### config.mk
export PLATFORM = sky130hd
export DESIGN_NAME = fifo_wm
export DESIGN_NICKNAME = d
export VERILOG_FILES = /design/src/rtl/fifo_wm.sv
export SDC_FILE = /design/constraint.sdc
export NUM_CORES = 1
export LEC_CHECK = 0
export BUFFER_PORTS_ARGS = -buffer_cell sky130_fd_sc_hd__buf_2
export CAP_MARGIN = 15
export CORE_MARGIN = 2
export CORE_UTILIZATION = 60
export CTS_CLUSTER_SIZE = 24
export DETAILED_ROUTE_END_ITERATION = 8
export PLACE_DENSITY = 0.83
export RECOVER_POWER = 25
export SETUP_SLACK_MARGIN = 0.3
export SYNTH_ARGS = -nofsm -noshare
export SYNTH_HDL_FRONTEND = slang
export SYNTH_SLANG_ARGS = --single-unit
### constraint.sdc
create_clock -name clk -period 3.7 [get_ports clk]
set_input_delay 0.74 -clock clk [delete_from_list [all_inputs] [get_ports clk]]
set_output_delay 0.74 -clock clk [all_outputs]
set_load 0.02 [all_outputs]
### src/rtl/fifo_wm.sv
// Purpose: DEPTH-entry FIFO plus a registered output word, with programmable almost-full/empty watermarks.
// Latency: a word written at edge N appears on dout after edge N+1 when the output register is empty.
// Backpressure: din_rdy comes from registered state and clear only; dout holds while dout_vld & ~dout_rdy.
// Optional feature: define FIFO_DROP_CNT_EN to add the saturating rejected-write counter drop_cnt.
module fifo_wm #(
    parameter int WIDTH  = 8,
    parameter int DEPTH  = 24,
    parameter int DROP_W = 16,
    localparam int LW    = $clog2(DEPTH + 2)
) (
    input  logic             clk,
    input  logic             rstz,
    input  logic             clear,
    input  logic [WIDTH-1:0] din,
    input  logic             din_vld,
    output logic             din_rdy,
    output logic [WIDTH-1:0] dout,
    output logic             dout_vld,
    input  logic             dout_rdy,
    input  logic [LW-1:0]    afull_thresh,
    input  logic [LW-1:0]    aempty_thresh,
    output logic [LW-1:0]    level,
    output logic             full,
    output logic             empty,
    output logic             almost_full,
    output logic             almost_empty
`ifdef FIFO_DROP_CNT_EN
    ,
    output logic [DROP_W-1:0] drop_cnt
`endif
);

    localparam int PW = $clog2(DEPTH);
    localparam int CW = $clog2(DEPTH + 1);

    logic [WIDTH-1:0] mem [DEPTH];
    logic [PW-1:0]    wrptr;
    logic [PW-1:0]    rdptr;
    logic [CW-1:0]    mem_cnt;
    logic             mem_full;
    logic             wr_en;
    logic             rd_en;
    logic [PW-1:0]    wrptr_nxt;
    logic [PW-1:0]    rdptr_nxt;

    assign mem_full = (mem_cnt == CW'(DEPTH));
    // Ready never looks at din_vld or dout_rdy, so a pop while full frees space one cycle later.
    assign din_rdy  = ~mem_full & ~clear;
    assign wr_en    = din_vld & din_rdy;
    // The output register refills whenever it is empty or being consumed this cycle.
    assign rd_en    = (~dout_vld | dout_rdy) & (mem_cnt != '0);

    // Pointers wrap by compare so DEPTH need not be a power of two.
    assign wrptr_nxt = (wrptr == PW'(DEPTH - 1)) ? '0 : wrptr + PW'(1);
    assign rdptr_nxt = (rdptr == PW'(DEPTH - 1)) ? '0 : rdptr + PW'(1);

    // Storage array: written on accepted writes, never reset.
    always_ff @(posedge clk) begin
        if (wr_en) begin
            mem[wrptr] <= din;
        end
    end

    // Pointer, occupancy and output-stage state; reset and clear flush everything.
    always_ff @(posedge clk) begin
        if (!rstz || clear) begin
            wrptr    <= '0;
            rdptr    <= '0;
            mem_cnt  <= '0;
            dout_vld <= 1'b0;
            dout     <= '0;
        end else begin
            if (wr_en) begin
                wrptr <= wrptr_nxt;
            end
            if (rd_en) begin
                rdptr    <= rdptr_nxt;
                dout     <= mem[rdptr];
                dout_vld <= 1'b1;
            end else if (dout_vld && dout_rdy) begin
                dout_vld <= 1'b0;
            end
            case ({wr_en, rd_en})
                2'b10:   mem_cnt <= mem_cnt + CW'(1);
                2'b01:   mem_cnt <= mem_cnt - CW'(1);
                default: mem_cnt <= mem_cnt;
            endcase
        end
    end

    // Status flags follow the registered occupancy and the live thresholds in the same cycle.
    always_comb begin
        level        = LW'(mem_cnt) + LW'(dout_vld);
        full         = (level == LW'(DEPTH + 1));
        empty        = (level == '0);
        almost_full  = (level >= afull_thresh);
        almost_empty = (level <= aempty_thresh);
    end

`ifdef FIFO_DROP_CNT_EN
    // Count write attempts refused for lack of space; sticks at all-ones.
    always_ff @(posedge clk) begin
        if (!rstz || clear) begin
            drop_cnt <= '0;
        end else if (din_vld && !din_rdy && (drop_cnt != {DROP_W{1'b1}})) begin
            drop_cnt <= drop_cnt + DROP_W'(1);
        end
    end
`else
    // Counter absent: keep DROP_W elaborated so both builds share one parameter list.
    logic [DROP_W-1:0] unused_drop_w;
    assign unused_drop_w = '0;
`endif

endmodule
== Word-level counts from Yosys, hierarchy flattened ==
Memories as Yosys holds them, arrays and structs flattened. A register that Yosys moved wholly into a read port is not among the register bits.
Index checks and enable logic that the tools add are counted.
Operators by class
  $lt $le $gt $ge: 2
  $add $sub $neg: 5
  muxes and demuxes: 7
  bitwise logic cells: 7
  reduce and logical (&&, ||, !) cells: 7
  equality and inequality tests: 6
Operators with widths (count)
  $eq A5 B5 Y1 const B: 4
  $add A5 B1 Y5 const B: 3
  $mux W5: 2
  $pmux W5 S2: 1
  $add A5 B1 Y5: 1
  $ge A5 B5 Y1: 1
  $le A5 B5 Y1: 1
  $logic_not A5 Y1: 1
  $reduce_bool A5 Y1: 1
  $sub A5 B1 Y5 const B: 1
  $mux W1: 4
  $reduce_bool A2 Y1: 2
  $and A1 B1 Y1: 3
  $not A1 Y1: 3
  $eq A2 B1 Y1 const B: 1
  $eq A2 B2 Y1 const B: 1
  $logic_and A1 B1 Y1: 1
  $logic_not A1 Y1: 1
  $logic_or A1 B1 Y1: 1
  $or A1 B1 Y1: 1
Storage, ports and cells
  memories: 1
  bits in writable memories: 192
  flip-flop bits (word level): 16
  word-level logic and storage cells: 39
  input bits: 23
  output and inout bits: 19
Memory list
  mem: words 24, width 8, read ports 1, clocked after Yosys merged registers in 1, wr ports 1, line 36  | logic [WIDTH-1:0] mem [DEPTH];

== Depth between registers and ports, before layout ==
Gate-level depths: netlist (run 1).
  depth in word-level cells: 6
  gate-level depth with buffers: 14
  gate-level depth less buffers: 11

== Worst setup path after synthesis (run 1) ==
OpenSTA, ideal clock, no wires.
  path kind: input to register
  from: in dout_rdy
  to: reg mem_cnt[4]
  path buffers: 2
  data required time: 3630 ps
  arrival time: 3092 ps
  cell stages on the path: 13
  library setup time: 70 ps
  setup slack: 537 ps
  cells stage by stage: nand2b_1 a21bo_2 inv_1 buf_2 buf_2 ha_1 inv_1 fa_1 nor2b_1 o21ai_0 and3_1 or4_1 a21oi_1
Between the ends
  longest elaborated chain between the ends: 4
  elaborated cells between the ends (all ways): 6
  those cells by class: 2 x eq/ne; 1 x mux; 2 x bitwise; 1 x reduce/logical
RTL lines
  start, declared: line 19  | input logic dout_rdy,
  $or A1 B1 Y1 (*): line 51  | assign rd_en = (~dout_vld | dout_rdy) & (mem_cnt != '0);
  $and A1 B1 Y1 (*): line 51
  named net rd_en: line 42  | logic rd_en;
  $eq A2 B1 Y1 or $eq A2 B2 Y1 (tied branches): line 83  | case ({wr_en, rd_en})
  $pmux W5 S2 or $reduce_bool A2 Y1 (tied branches)
  end signal, assigned: line 84  | 2'b10: mem_cnt <= mem_cnt + CW'(1);
  end signal, assigned: line 85  | 2'b01: mem_cnt <= mem_cnt - CW'(1);
  end signal, assigned: line 86  | default: mem_cnt <= mem_cnt;
  end, declared: line 39  | logic [CW-1:0] mem_cnt;
The timed path passes the listed nets; every way through them passes the cells marked *.
A chain may end at the register's enable or synchronous reset.

== Worst setup path after layout (run 1) ==
  from: reg mem_cnt[0]
  to: out almost_empty
Between the ends
  longest elaborated chain between the ends: 2
RTL lines
  $add A5 B1 Y5: line 93  | level = LW'(mem_cnt) + LW'(dout_vld);
  $le A5 B5 Y1: line 97  | almost_empty = (level <= aempty_thresh);
  end, declared: line 26  | output logic almost_empty
No other way between the ends.

==> results.json, run 1 <==
{
  "initial_standard_cell_utilization_of_the_core_pct": 62.0,
  "postCtsHoldBufs": 0,
  "worst_hold_path_type": "register to register",
  "max_clock_freq_mhz": 304,
  "p_comb_share_pct": 9.3,
  "crit_path_frequent_cell": "sky130_fd_sc_hd__o21a_1",
  "compound_gate_portion_of_the_synthesized_area_pct": 7.00,
  "crit_start": "mem_cnt[0]",
  "dominantRegCellSynth": "sky130_fd_sc_hd__edfxtp_1",
  "critPathLaunchType": "register",
  "core-area_sq_um": 14600,
  "power.clock.fraction_pct": 39.4,
  "cts_tree": "done",
  "critPathArrivalTime_ps": 2550,
  "yosys_register_bits": 216,
  "post-dp-hpwl_microns": 12100,
  "final_period_util_pct": 89.0,
  "grt_pass1_wl_microns": 29400,
  "worst_path_largest_cell_delay_ps": 380,
  "final-max-slew-violation-count": 0,
  "clk_root_buffer_cell": "sky130_fd_sc_hd__clkbuf_16",
  "die_width_microns": 127,
  "fin_nets": 685,
  "finClkSkew_ps": 9.00,
  "route.final.wire_length_microns": 19200,
  "floorplan.die.height_microns": 127,
  "most_area_consuming_cells_after_synthesis": "sky130_fd_sc_hd__edfxtp_1, sky130_fd_sc_hd__mux2i_1, sky130_fd_sc_hd__dfxtp_1",
  "synth_top_area_share_pct": 63.5,
  "power.share.sequential_pct": 51.3,
  "grt.total_usage_pct": 24.1,
  "p_int_mw": 4.12,
  "post_synthesis_instance_total": 598,
  "outcome": "finished, final reports clean",
  "number_of_library_cell_types_mapped_by_synthesis": 48,
  "synthesis.nets": 643,
  "timing.critical_path.required_ps": 2960,
  "via_count": 5302,
  "total_power_mw": 5.30,
  "max_slew_margin_pct": 20.7,
  "power.switching_fraction_pct": 22.3,
  "dr.first_iter.drc_count": 538,
  "first_global_vias": 5382,
  "power_switching_mw": 1.18,
  "synth.top_cells.by_count": "sky130_fd_sc_hd__edfxtp_1, sky130_fd_sc_hd__mux2i_1, sky130_fd_sc_hd__nor2_1",
  "rr_startpoint": "mem_cnt[1]",
  "post_synth.cell_area_avg_sq_um": 15.2,
  "ant_nets": 0,
  "worstRegToRegCells": 10,
  "antenna_cells_inserted": 0,
  "timing_hold_violations_final": 0,
  "combined_area_of_all_synthesized_cells_sq_um": 9080,
  "vdd_drop_max_mv": 0.426,
  "synth_edf_count": 192,
  "cp_slowest_cell": "sky130_fd_sc_hd__dfxtp_2",
  "worst_slew_pin_slew_ps": 1190,
  "synth_async_sr_flop_share_pct": 0,
  "routedWlPerCell_microns": 22.9,
  "post_route_cells_drive_above_1_share_pct": 15.3,
  "synth-warning-count": 0,
  "critPathKind": "register to output pin",
  "insertion_delay_ps": 490,
  "synth_adder_area_share_pct": 3.11,
  "largest_family_of_logic_cells_by_synthesized_area": "multiplexers",
  "drv.max_cap_violation_count": 0,
  "final.min_clock_period_ps": 3290,
  "cts.path.max_buffers": 3,
  "setup_viol": 0,
  "end_kind": "output pin",
  "detail_route.vias_per_cell": 6.33,
  "grt.overflow.total": 0,
  "netlist.top_cell.by_area": "sky130_fd_sc_hd__edfxtp_1",
  "cts-htree-levels": 1,
  "fp.dieArea_sq_um": 16100,
  "initial_antenna_violation_count": 0,
  "rows": 44,
  "floorplan.io_pins": 42,
  "synth_xor_xnor_area_share_pct": 0.868,
  "power_density_nw_per_um2": 524,
  "totalNegativeSetupSlack_ps": 0,
  "power_leakage_nw": 3.33,
  "yosysSeqAreaShare_pct": 68.8,
  "yosysMostFrequentCell": "sky130_fd_sc_hd__edfxtp_1",
  "area.growth.synth_to_final_pct": 11.4,
  "cts_made_buffers": 21,
  "drc": 0,
  "clk_transition_reported_paths_ps": 60,
  "timing.critical_path.cells": "ha_1, ha_4, xor2_2, ha_1, o21a_1, o21a_1, o21a_1, o22ai_1, buf_2",
  "rsz0062_at_grt": "no",
  "port_buffers": 41,
  "place.gp.congestion": 0.847,
  "synth.area.mux_share_pct": 11.0,
  "hold_start": "dout[0]",
  "clk_sinks": 216,
  "grt_start_max_net_pins": 34,
  "drtPass1Iterations": 5,
  "timing.hold.worst_path_depth": 2,
  "cp_max_fo": 5,
  "synth_simple_gate_area_share_pct": 6.52
}
cell usage in the layout, fill, tap and decap left out, types with 2 or more instances in the layout:
| master | n |
|---|---|
| sky130_fd_sc_hd__nand4_1 | 2 |
| sky130_fd_sc_hd__dfxtp_1 | 22 |
| sky130_fd_sc_hd__buf_2 | 36 |
| sky130_fd_sc_hd__xnor2_1 | 2 |
| sky130_fd_sc_hd__nand2_1 | 20 |
| sky130_fd_sc_hd__nor3_1 | 12 |
| sky130_fd_sc_hd__clkinv_1 | 4 |
| sky130_fd_sc_hd__o21ai_0 | 2 |
| sky130_fd_sc_hd__mux2_2 | 8 |
| sky130_fd_sc_hd__a21o_1 | 5 |
| sky130_fd_sc_hd__nand3b_1 | 3 |
| sky130_fd_sc_hd__a311oi_1 | 8 |
| sky130_fd_sc_hd__clkbuf_16 | 21 |
| sky130_fd_sc_hd__nor2_1 | 47 |
| sky130_fd_sc_hd__nand2b_1 | 5 |
| sky130_fd_sc_hd__o21a_1 | 3 |
| sky130_fd_sc_hd__edfxtp_1 | 192 |
| sky130_fd_sc_hd__buf_4 | 11 |
| sky130_fd_sc_hd__mux4_2 | 8 |
| sky130_fd_sc_hd__or3b_2 | 2 |
| sky130_fd_sc_hd__a22oi_1 | 8 |
| sky130_fd_sc_hd__inv_1 | 20 |
| sky130_fd_sc_hd__ha_1 | 20 |
| sky130_fd_sc_hd__mux2i_1 | 73 |
| sky130_fd_sc_hd__or3_1 | 2 |
| sky130_fd_sc_hd__xor2_1 | 6 |
| sky130_fd_sc_hd__a21oi_1 | 17 |
| sky130_fd_sc_hd__nor2b_1 | 5 |
| sky130_fd_sc_hd__o22a_1 | 8 |
| sky130_fd_sc_hd__clkinv_2 | 2 |
| sky130_fd_sc_hd__bufinv_16 | 3 |
| sky130_fd_sc_hd__nand3_1 | 20 |
| sky130_fd_sc_hd__clkbuf_1 | 11 |
| sky130_fd_sc_hd__a22o_1 | 16 |
| sky130_fd_sc_hd__a31oi_1 | 10 |
through the flow:
step | hold WS (ps) | setup WS [ps] | util, % | instances | area [sq um]
after floorplan | 492 | 537 | - | 598 | 9080
after global placement | 482 | 588 | 64.4 | 800 | 9430
after detailed placement | 509 | 394 | 64.4 | 800 | 9430
after CTS | 518 | 303 | 69.0 | 837 | 10100
after global routing | 533 | 320 | 69.1 | 838 | 10100
final | 505 | 409 | 69.1 | 838 | 10100
power groups by stage:
stage	logic, mW	registers (mW)	clock network [mW]
after global placement	0.456	2.77	0
after CTS	0.489	2.72	2.10
after global routing	0.534	2.72	2.19
after floorplan	0.341	2.76	0
final	0.494	2.72	2.09
after detailed placement	0.483	2.77	0
logic make-up after synthesis:
group / Yosys count
AOI/OAI and AO/OA: 84
muxes: 89
buffers and inverters: 53
DFF: 216
and+or+nand+nor: 125
xor gates and xnor gates: 9
adders and majority gates: 22
final timing paths:
path,slack (ps),to
setup / recovery,410,almost_empty
hold / removal,500,dout[0]
setup reg to reg,530,mem_cnt[4]
hold reg to reg,500,dout[0]
timing repair:
item | in CTS | in global routing
setup endpoints to repair | 1 | 2
gates resized for setup | 1 | 2
pin swaps | 0 | 0
setup buffers | 0 | 1
flip-flops by register name, summed over array words and instances, names as in the netlist:
| signal | cells |
|---|---|
| dout | 8 |
| dout_vld | 1 |
| mem | 192 |
| mem_cnt | 5 |
| rdptr | 5 |
| wrptr | 5 |
worst max-delay path, delay by kind of cell (launching register included):
kind / cells / cell delay (ps)
AO/OA/AOI/OAI: 4 / 550
XOR/XNOR: 1 / 240
adder cells (fa/ha/maj): 3 / 700
buffers and inverters: 1 / 190
flip-flops: 1 / 380
layout make-up:
type | count | area (sq um)
fill | 937 | 4530
sequential | 216 | 6250
multi-input combinational | 329 | 2610
tap | 184 | 230
clock buffer | 27 | 548
clock inverter | 10 | 123
timing repair buffer | 52 | 282
inverter | 20 | 75.1
metal layers:
metal  up-vias  track usage [%]  routed length, microns
met5         -                0                       0
met4         0             8.66                     640
met1      2637             32.0                    7550
met3        52             3.43                    1310
li1       2371                -                       -
met2       242             41.1                    9650
No activity file was read; power rests on OpenSTA's default activity.
==> run 2, diff against run 1 <==
--- a/config.mk
+++ b/config.mk
@@ -13,6 +13,7 @@
 export DETAILED_ROUTE_END_ITERATION = 8
 export PLACE_DENSITY = 0.83
 export RECOVER_POWER = 25
+export REMOVE_ABC_BUFFERS = 1
 export SETUP_SLACK_MARGIN = 0.3
 export SYNTH_ARGS = -nofsm -noshare
 export SYNTH_HDL_FRONTEND = slang
==> run 2 against run 1 <==
Compared with the run above: clock-buffer cell count up 3; final cell count did not move; hold slack got worse by 14 ps; sequential power about the same; first-iteration DRC count rose by 7.8%; routed wire length fell by 0.40%; via count fell by 0.19%; final area increased by 0.84%; die area unchanged; combinational power decreased by 2%; sequential cell count stayed put; fmax is 0.22% lower.
==> results.json, run 2 (same netlist as run 1, synthesis figures left out) <==
{
  "outcome": "finished, final reports clean",
  "cp_max_fo": 5,
  "final.min_clock_period_ps": 3300,
  "finClkSkew_ps": 16.0,
  "drv.max_cap_violation_count": 0,
  "p_comb_share_pct": 8.8,
  "post-dp-hpwl_microns": 11700,
  "cts_made_buffers": 22,
  "critPathLaunchType": "register",
  "insertion_delay_ps": 520,
  "cts_tree": "done",
  "register_area_sq_um": 6250,
  "final-max-slew-violation-count": 0,
  "reg_top3": "mem x192, dout x8",
  "fin_nets": 683,
  "route.final.wire_length_microns": 19100,
  "routedWlPerCell_microns": 22.8,
  "finish.instance_area_sq_um": 10200,
  "fillerInstances": 919,
  "grt.overflow.total": 0,
  "critPathArrivalTime_ps": 2560,
  "antenna_cells_inserted": 0,
  "initial_standard_cell_utilization_of_the_core_pct": 62.0,
  "clk_transition_reported_paths_ps": 60,
  "post_place_cell_area_sq_um": 9420,
  "max_clock_freq_mhz": 303,
  "power.share.sequential_pct": 49.8,
  "drtPass1Iterations": 5,
  "power.clock.fraction_pct": 41.4,
  "rsz0062_at_grt": "no",
  "final_core_util_pct": 69.7,
  "rows": 44,
  "die_width_microns": 127,
  "timing_hold_violations_final": 0,
  "place.gp.congestion": 0.833,
  "ant_nets": 0,
  "mostFrequentLayoutCells": "sky130_fd_sc_hd__edfxtp_1, sky130_fd_sc_hd__mux2i_1, sky130_fd_sc_hd__nor2_1",
  "port_buffers": 41,
  "drc": 0,
  "power.switching_fraction_pct": 23.0,
  "grt.total_usage_pct": 23.9,
  "critPathKind": "register to output pin",
  "detail_route.vias_per_cell": 6.32,
  "p_int_mw": 4.23,
  "post_cts.repair.setup_buffers": 0,
  "timing.critical_path.required_ps": 2960,
  "final_period_util_pct": 89.2,
  "power_density_nw_per_um2": 538,
  "final_critical_path_setup_slack_ps": 401,
  "end_kind": "output pin",
  "mostFrequentLayoutCell": "sky130_fd_sc_hd__edfxtp_1",
  "first_global_vias": 5322,
  "fp.dieArea_sq_um": 16100,
  "hold_ws_ps": 491,
  "top_register": "mem",
  "largest_register_ff_count": 192,
  "area.growth.synth_to_final_pct": 12.4,
  "grt_start_max_net_pins": 48,
  "worst_hold_path_type": "register to register",
  "max_slew_margin_pct": 20.0,
  "floorplan.die.height_microns": 127,
  "clk_sinks": 216,
  "power_leakage_nw": 3.37,
  "cts.path.max_buffers": 3,
  "floorplan.io_pins": 42,
  "setup_viol": 0,
  "cts-htree-levels": 1,
  "vdd_drop_max_mv": 0.446,
  "dr.first_iter.drc_count": 580,
  "initial_antenna_violation_count": 0,
  "core-area_sq_um": 14600,
  "power_switching_mw": 1.26,
  "grt_pass1_wl_microns": 29500,
  "place_ws_ps": 464,
  "via_count": 5292,
  "worst_slew_pin_slew_ps": 1200,
  "clk_root_buffer_cell": "sky130_fd_sc_hd__clkbuf_16",
  "multi_input_comb_area_sq_um": 2610,
  "post_route_cells_drive_above_1_share_pct": 15.9
}
run 2: cell count changes in the layout (fill, tap and decap cells not counted):
cell / previous run / this run
sky130_fd_sc_hd__clkbuf_8: 0 / 1
sky130_fd_sc_hd__buf_2: 36 / 34
sky130_fd_sc_hd__clkinv_2: 2 / 5
sky130_fd_sc_hd__clkinv_1: 4 / 0
sky130_fd_sc_hd__clkbuf_16: 21 / 24
sky130_fd_sc_hd__buf_4: 11 / 8
sky130_fd_sc_hd__clkinv_16: 0 / 1
sky130_fd_sc_hd__buf_12: 0 / 1
sky130_fd_sc_hd__inv_6: 0 / 1
sky130_fd_sc_hd__bufinv_16: 3 / 2
run 2: timing repair:
action | CTS | global route
resized for setup | 2 | 2
endpoints found under the setup margin | 2 | 1
endpoints found under the hold margin | 0 | 0
hold buffers | 0 | 0
run 2: final timing paths:
kind                                endpoint  cells after the start        from  slack [ps]
worst max-delay path            almost_empty                      9  mem_cnt[0]         400
worst max register to register    mem_cnt[4]                     10  mem_cnt[2]         650
worst min-delay path                rdptr[1]                      2    rdptr[1]         490
worst min register to register      rdptr[1]                      2    rdptr[1]         490
run 2: critical path, stage by stage (launching register included):
cell and delay, ps:
sky130_fd_sc_hd__dfxtp_2 380, sky130_fd_sc_hd__ha_1 230, sky130_fd_sc_hd__ha_4 230, sky130_fd_sc_hd__ha_1 280, sky130_fd_sc_hd__nor2b_1 140, sky130_fd_sc_hd__o21a_1 160
sky130_fd_sc_hd__o21a_1 160, sky130_fd_sc_hd__o21a_1 160, sky130_fd_sc_hd__o22ai_1 130, sky130_fd_sc_hd__buf_4 170
run 2: power by group through the flow:
| stage | Clock (mW) | Sequential [mW] | Combinational [mW] |
|---|---|---|---|
| 4_1_cts | 2.29 | 2.73 | 0.480 |
| 6_report | 2.27 | 2.73 | 0.484 |
| 2_1_floorplan | 0 | 2.80 | 0.300 |
| 3_5_place_dp | 0 | 2.78 | 0.471 |
| 5_1_grt | 2.38 | 2.73 | 0.522 |
| 3_3_place_gp | 0 | 2.78 | 0.449 |
run 2: layer usage:
layer / track usage [%] / routed length (microns)
met1: 32.7 / 7520
met3: 4.19 / 1650
met5: 0 / 0
met2: 39.5 / 9350
met4: 8.47 / 551
run 2: layout make-up:
cell class / count / share of cell area, %
Sequential cell: 216 / 61.3
Clock buffer: 30 / 6.20
Tap cell: 184 / 2.26
Timing Repair Buffer: 49 / 2.67
Multi-Input combinational cell: 329 / 25.6
Clock inverter: 10 / 1.29
Inverter: 20 / 0.736
run 2: stage by stage:
| stage | total power, mW | cells | setup TNS [ps] |
|---|---|---|---|
| after CTS | 5.49 | 838 | 0 |
| after global routing | 5.64 | 838 | 0 |
| final | 5.49 | 838 | 0 |
| after floorplan | 3.10 | 565 | -780 |
| after detailed placement | 3.25 | 798 | 0 |
| after global placement | 3.23 | 798 | 0 |
